[config.mk]
export PLATFORM = sky130hd
export DESIGN_NAME = seg_scan_ctrl
export DESIGN_NICKNAME = d
export VERILOG_FILES = /design/src/rtl/seg_scan_ctrl.sv
export SDC_FILE = /design/constraint.sdc
export NUM_CORES = 1
export LEC_CHECK = 0
export CAP_MARGIN = 20
export CORE_MARGIN = 3
export CORE_UTILIZATION = 30
export CTS_BUF_LIST = sky130_fd_sc_hd__clkbuf_4 sky130_fd_sc_hd__clkbuf_8
export CTS_CLUSTER_SIZE = 8
export DETAILED_ROUTE_END_ITERATION = 7
export PLACE_DENSITY = 0.56
export SETUP_SLACK_MARGIN = 0.1
export SYNTH_ARGS = -nofsm -noshare
export SYNTH_HDL_FRONTEND = slang
export SYNTH_SLANG_ARGS = --single-unit
[constraint.sdc]
create_clock -name clk -period 3.9 [get_ports clk]
set_input_delay 0.78 -clock clk [delete_from_list [all_inputs] [get_ports clk]]
set_output_delay 0.78 -clock clk [all_outputs]
set_load 0.02 [all_outputs]
[src/rtl/seg_scan_ctrl.sv]
// seg_scan_ctrl
// Scan controller for an 8-digit multiplexed 7-segment display.
// It steps a 3-bit digit select through digits 0..7 and drives the matching
// active-low anode. Each digit slot opens with a blank (dead-time) phase.
// The 32-bit display value is double-buffered so that a new value only
// takes effect at a frame boundary, or at once while the scanner is idle.
// Optional leading-zero blanking keeps the upper zero digits dark.
//
// Ports
//   clk      system clock, rising edge
//   rst_n    synchronous active-low reset
//   enable   1 = scan the display, 0 = dark/idle
//   lz_en    1 = leading-zero blanking on
//   load     single-cycle strobe that captures data_in into the shadow register
//   data_in  new display value; nibble i is digit i
//   value    displayed value, drives the nibble multiplexer data input
//   select   current digit index, drives the nibble multiplexer select
//   an_n     anode enables, active low
//   upd_ack  one-cycle pulse when the shadow register is copied into value
//
// state | meaning
// ------+---------------------------------------------------------------
// IDLE  | display dark, select=0, counter=0; a pending shadow is applied at once
// BLANK | dead time at the start of a slot, all anodes off
// ON    | the selected digit is lit unless it is blanked as a leading zero
module seg_scan_ctrl #(
   parameter int CLK_DIV   = 50000,
   parameter int BLANK_CYC = 500
) (
   input  logic        clk,
   input  logic        rst_n,
   input  logic        enable,
   input  logic        lz_en,
   input  logic        load,
   input  logic [31:0] data_in,
   output logic [31:0] value,
   output logic [2:0]  select,
   output logic [7:0]  an_n,
   output logic        upd_ack
);

   localparam int CW = (CLK_DIV > 2) ? $clog2(CLK_DIV) : 1;
   localparam logic [CW-1:0] BLANK_LAST = CW'(BLANK_CYC - 1);
   localparam logic [CW-1:0] SLOT_LAST  = CW'(CLK_DIV - 1);

   typedef enum logic [1:0] {
      IDLE  = 2'd0,
      BLANK = 2'd1,
      ON    = 2'd2
   } state_t;

   state_t         state, state_nx;
   logic [CW-1:0]  cnt, cnt_nx;
   logic [2:0]     sel_nx;
   logic [31:0]    shadow;
   logic           pending;
   logic [31:0]    value_nx;
   logic [7:0]     an_nx;
   logic           frame_end;
   logic           xfer;

   // A digit (other than digit 0) is a leading zero when it and every
   // nibble above it are zero.
   function automatic logic digit_dark(input logic [31:0] v, input logic [2:0] d);
      logic [31:0] upper;
      upper = v >> {d, 2'b00};
      return (d != 3'd0) && (upper == 32'd0);
   endfunction

   always_comb begin
      state_nx  = state;
      cnt_nx    = cnt;
      sel_nx    = select;
      frame_end = (state == ON) && (cnt == SLOT_LAST) && (select == 3'd7);

      case (state)
         IDLE: begin
            cnt_nx = '0;
            sel_nx = 3'd0;
            if (enable) state_nx = BLANK;
         end
         BLANK: begin
            cnt_nx = cnt + 1'b1;
            if (cnt == BLANK_LAST) state_nx = ON;
         end
         ON: begin
            if (cnt == SLOT_LAST) begin
               state_nx = BLANK;
               cnt_nx   = '0;
               sel_nx   = select + 3'd1;
            end else begin
               cnt_nx = cnt + 1'b1;
            end
         end
         default: begin
            state_nx = IDLE;
            cnt_nx   = '0;
            sel_nx   = 3'd0;
         end
      endcase

      // Dropping enable abandons the slot immediately.
      if (!enable) begin
         state_nx = IDLE;
         cnt_nx   = '0;
         sel_nx   = 3'd0;
      end

      xfer     = pending && ((state == IDLE) || (enable && frame_end));
      value_nx = xfer ? shadow : value;

      // an_n is computed from the post-edge state so that it stays registered
      // and lines up with select/value on the same edge.
      an_nx = 8'hFF;
      if ((state_nx == ON) && !(lz_en && digit_dark(value_nx, sel_nx)))
         an_nx = ~(8'b1 << sel_nx);
   end

   always_ff @(posedge clk) begin
      if (!rst_n) begin
         state   <= IDLE;
         cnt     <= '0;
         select  <= 3'd0;
         value   <= 32'd0;
         shadow  <= 32'd0;
         pending <= 1'b0;
         upd_ack <= 1'b0;
         an_n    <= 8'hFF;
      end else begin
         state   <= state_nx;
         cnt     <= cnt_nx;
         select  <= sel_nx;
         value   <= value_nx;
         upd_ack <= xfer;
         an_n    <= an_nx;
         if (load) shadow <= data_in;
         // A load coinciding with a transfer keeps pending set for the new data.
         pending <= load | (pending & ~xfer);
      end
   end

endmodule

==> qor.csv <==
stage,metric,value,unit
power_and_ir_drop,seq_power_share,54.6,%
routing,postRouteWirelength,10000,µm
routing,wl_per_cell,14.7,µm
critical_path,cp.arrival,3.25,ns
critical_path,path_class,flip-flop to flip-flop,
die,io_pins,81,
sta,worst_pin_slew,1.08,ns
sta,finalCritPeriodShare,75.8,%
power_and_ir_drop,p_leak,1.90,nW
sta,setup_viol,0,
cts,numCtsBuffers,9,
layout,finalInstanceArea,5210,µm²
global_routing,gr-usage-all-layers,13.9,%
synth,synth_cell_types,55,
global_routing,grt_pass1_wl,16300,µm
cts,cts-resized-gates,0,
synth,ys_async_sr_fraction,0,%
critical_path,end_kind,flip-flop,
cts,post_cts_buffers,0,
critical_path,path_cells,inv_1 > ha_1 > and4b_1 > a41oi_1 > a22oi_1 > nor2_1 > a21oi_1 > a2111oi_2 > o211ai_1 > nand3_1,
place,dpl-instance-area,5000,µm²
power_and_ir_drop,ir_worst_vdd,0.212,mV
routing,firstDrtPassIters,6,
sta,fmax,338,MHz
die,initial_core_util,31.4,%
cts,cts-root-buf,clkbuf_8,
sta,fin_skew,0.00633,ns
synth,synth_ff_type,dfxtp_1,
power_and_ir_drop,power.internal,1.43,mW
layout,final_cell_mix,"dfxtp_1, nand2_1, clkdlybuf4s50_1, mux2i_1, nor2b_1",
critical_path,crit_path_max_incr_delay,0.49,ns
critical_path,required,4.20,ns
die,rows,41,
place,io_buffers,80,
routing,ant_nets,0,
sta,grt_setup_unrepaired,no,
layout,drive_above_1_share,6.45,%
sta,finalCriticalPeriod,2.96,ns
synth,syn_inst,433,
cts,clk_pin_slew,0.08,ns
power_and_ir_drop,power_frac_comb,10.5,%
die,die_area,14900,µm²
cts,h-tree-depth,3,
synth,synth_edf_count,0,
routing,post-route-drc-count,0,
global_routing,grt_pass1_vias,3269,
cts,tritoncts,yes,
critical_path,cp_slowest_cell,nor2_1,
critical_path,start_kind,flip-flop,
cts,clock_path_buffers,2,
global_routing,grt.overflow.total,0,
power_and_ir_drop,power_frac_clock,35.0,%
place,gp_congestion,0.769,
cts,cts_sinks,95,
flow_run,maxCapViolations,0,
layout,n_antenna_cell,0,
die,die_h,122,µm
cts,cts-hold-fix-buffers,0,
sta,max_slew_margin,28.2,%
sta,hold_violations,0,
place,hpwl,7260,µm
sta,slew_viol_final,0,
synth,syn_nets,477,
power_and_ir_drop,swShare,24.0,%
power_and_ir_drop,power_switching,0.451,mW
synth,yosysSeqAreaShare,47.0,%
die,die_w,122,µm
synth,syn-cell-area,4050,µm²
global_routing,grt_start_max_net_pins,71,
critical_path,worstPathMaxFanout,9,
die,design.core.area,12900,µm²
global_routing,antenna_found_initial,0,
power_and_ir_drop,p_per_area,361,nW/µm²
layout,area_delta_synth_final,28.7,%
synth,syn_avg_cell_area,9.34,µm²
sta,whs,0.482,ns
layout,layout.nets,551,
routing,vias_per_cell,4.75,
hold_path,hp-class,flip-flop to flip-flop,
power_and_ir_drop,p_total,1.88,mW
synth,ys_warn_count,0,
cts,clkLatencyLatePin,0.36,ns
routing,drtIter0Drc,179,
routing,dr_total_vias,3252,
sta,totalNegativeSetupSlack,0,ns
synth,synth_seq_cells,95,
layout,final_common_cell,dfxtp_1,
status,status,"complete, no violations",
layout,final_core_util,40.4,%
-- logic make-up after synthesis --
kind of cell / Yosys count / synth area share [%]
and+or+nand+nor: 200 / 26.2
DFF: 95 / 47.0
AOI/OAI and AO/OA: 60 / 11.1
muxes: 34 / 8.41
buffers and inverters: 25 / 2.50
xor gates and xnor gates: 12 / 2.60
adders and majority gates: 7 / 2.16
-- cell usage after synthesis (2+ instances only) --
| cell type | count | area share (%) |
|---|---|---|
| dfxtp_1 | 95 | 47 |
| nand2_1 | 78 | 7.2 |
| mux2i_1 | 34 | 8.4 |
| nor2b_1 | 34 | 5.3 |
| a21boi_0 | 30 | 5.6 |
| nor2_1 | 21 | 1.9 |
| clkbuf_1 | 16 | 1.5 |
| nor4_1 | 13 | 2.0 |
| nand3_1 | 12 | 1.5 |
| xor2_1 | 10 | 2.2 |
| ha_1 | 7 | 2.2 |
| and3_1 | 6 | 0.93 |
| a21oi_1 | 5 | 0.62 |
| inv_1 | 5 | 0.46 |
| o21ai_0 | 5 | 0.62 |
| a311oi_1 | 4 | 0.87 |
| nand4_1 | 4 | 0.62 |
| and2_1 | 3 | 0.46 |
| buf_1 | 3 | 0.28 |
| or3_1 | 3 | 0.46 |
| a22oi_1 | 2 | 0.37 |
| a31oi_1 | 2 | 0.31 |
| and2b_1 | 2 | 0.37 |
| and4_1 | 2 | 0.43 |
| and4_2 | 2 | 0.49 |
| nor3_1 | 2 | 0.25 |
| nor4b_1 | 2 | 0.43 |
| o211ai_1 | 2 | 0.37 |
| or4_1 | 2 | 0.37 |
| xnor2_1 | 2 | 0.43 |
-- layer usage --
layer	track usage, %	wire length (µm)	up-vias	share of wire, %
li1	-	-	1661	-
met1	18.6	4910	1507	49
met2	21.3	4470	75	45
met3	4.36	522	9	5.2
met4	4.55	121	0	1.2
met5	0	0	-	0
-- final timing paths --
check / startpoint / end / slack (ns) / depth (start not counted)
worst min register to register: value[31]$_SDFF_PN0_ / value[31]$_SDFF_PN0_ / 0.48 / 2
worst max register to register: state[1]$_SDFF_PN0_ / an_n[2]$_SDFF_PN1_ / 0.94 / 10
worst min-delay path: value[31]$_SDFF_PN0_ / value[31]$_SDFF_PN0_ / 0.48 / 2
worst max-delay path: state[1]$_SDFF_PN0_ / an_n[2]$_SDFF_PN1_ / 0.94 / 10
-- worst max-delay path: cells and delay by family (launching register included) --
kind	cells	cell delay, ns
buf+inv	1	0.10
flops	1	0.34
fa+ha+maj	1	0.23
compound gates	5	1.37
simple gates	3	0.85
-- area by class of cell --
type	count	area (µm²)
clock inverter	5	56.3
tap	172	215
timing repair buffer	83	813
fill	1267	7670
sequential	95	1900
inverter	5	18.8
clock buffer	11	151
multi-input combinational	313	2050
-- flip-flops by register name, summed over array words and instances, names as in the netlist --
register,flops
an_n,8
cnt,16
shadow,32
upd_ack,1
pending,1
value,32
select,3
state,2
-- power by group through the flow --
stage	sequential, mW	combinational [mW]	clock, mW
global placement	1.05	0.195	0
global route	1.03	0.217	0.724
CTS	1.03	0.199	0.684
floorplan	1.05	0.107	0
finish	1.03	0.197	0.658
detailed placement	1.05	0.198	0
-- through the flow --
stage | cells | worst slack (ns)
CTS | 684 | 0.989
global placement | 668 | 0.744
global route | 684 | 0.712
detailed placement | 668 | 0.652
floorplan | 433 | 1.58
finish | 684 | 0.944
Power figures use the tool's default switching activity.
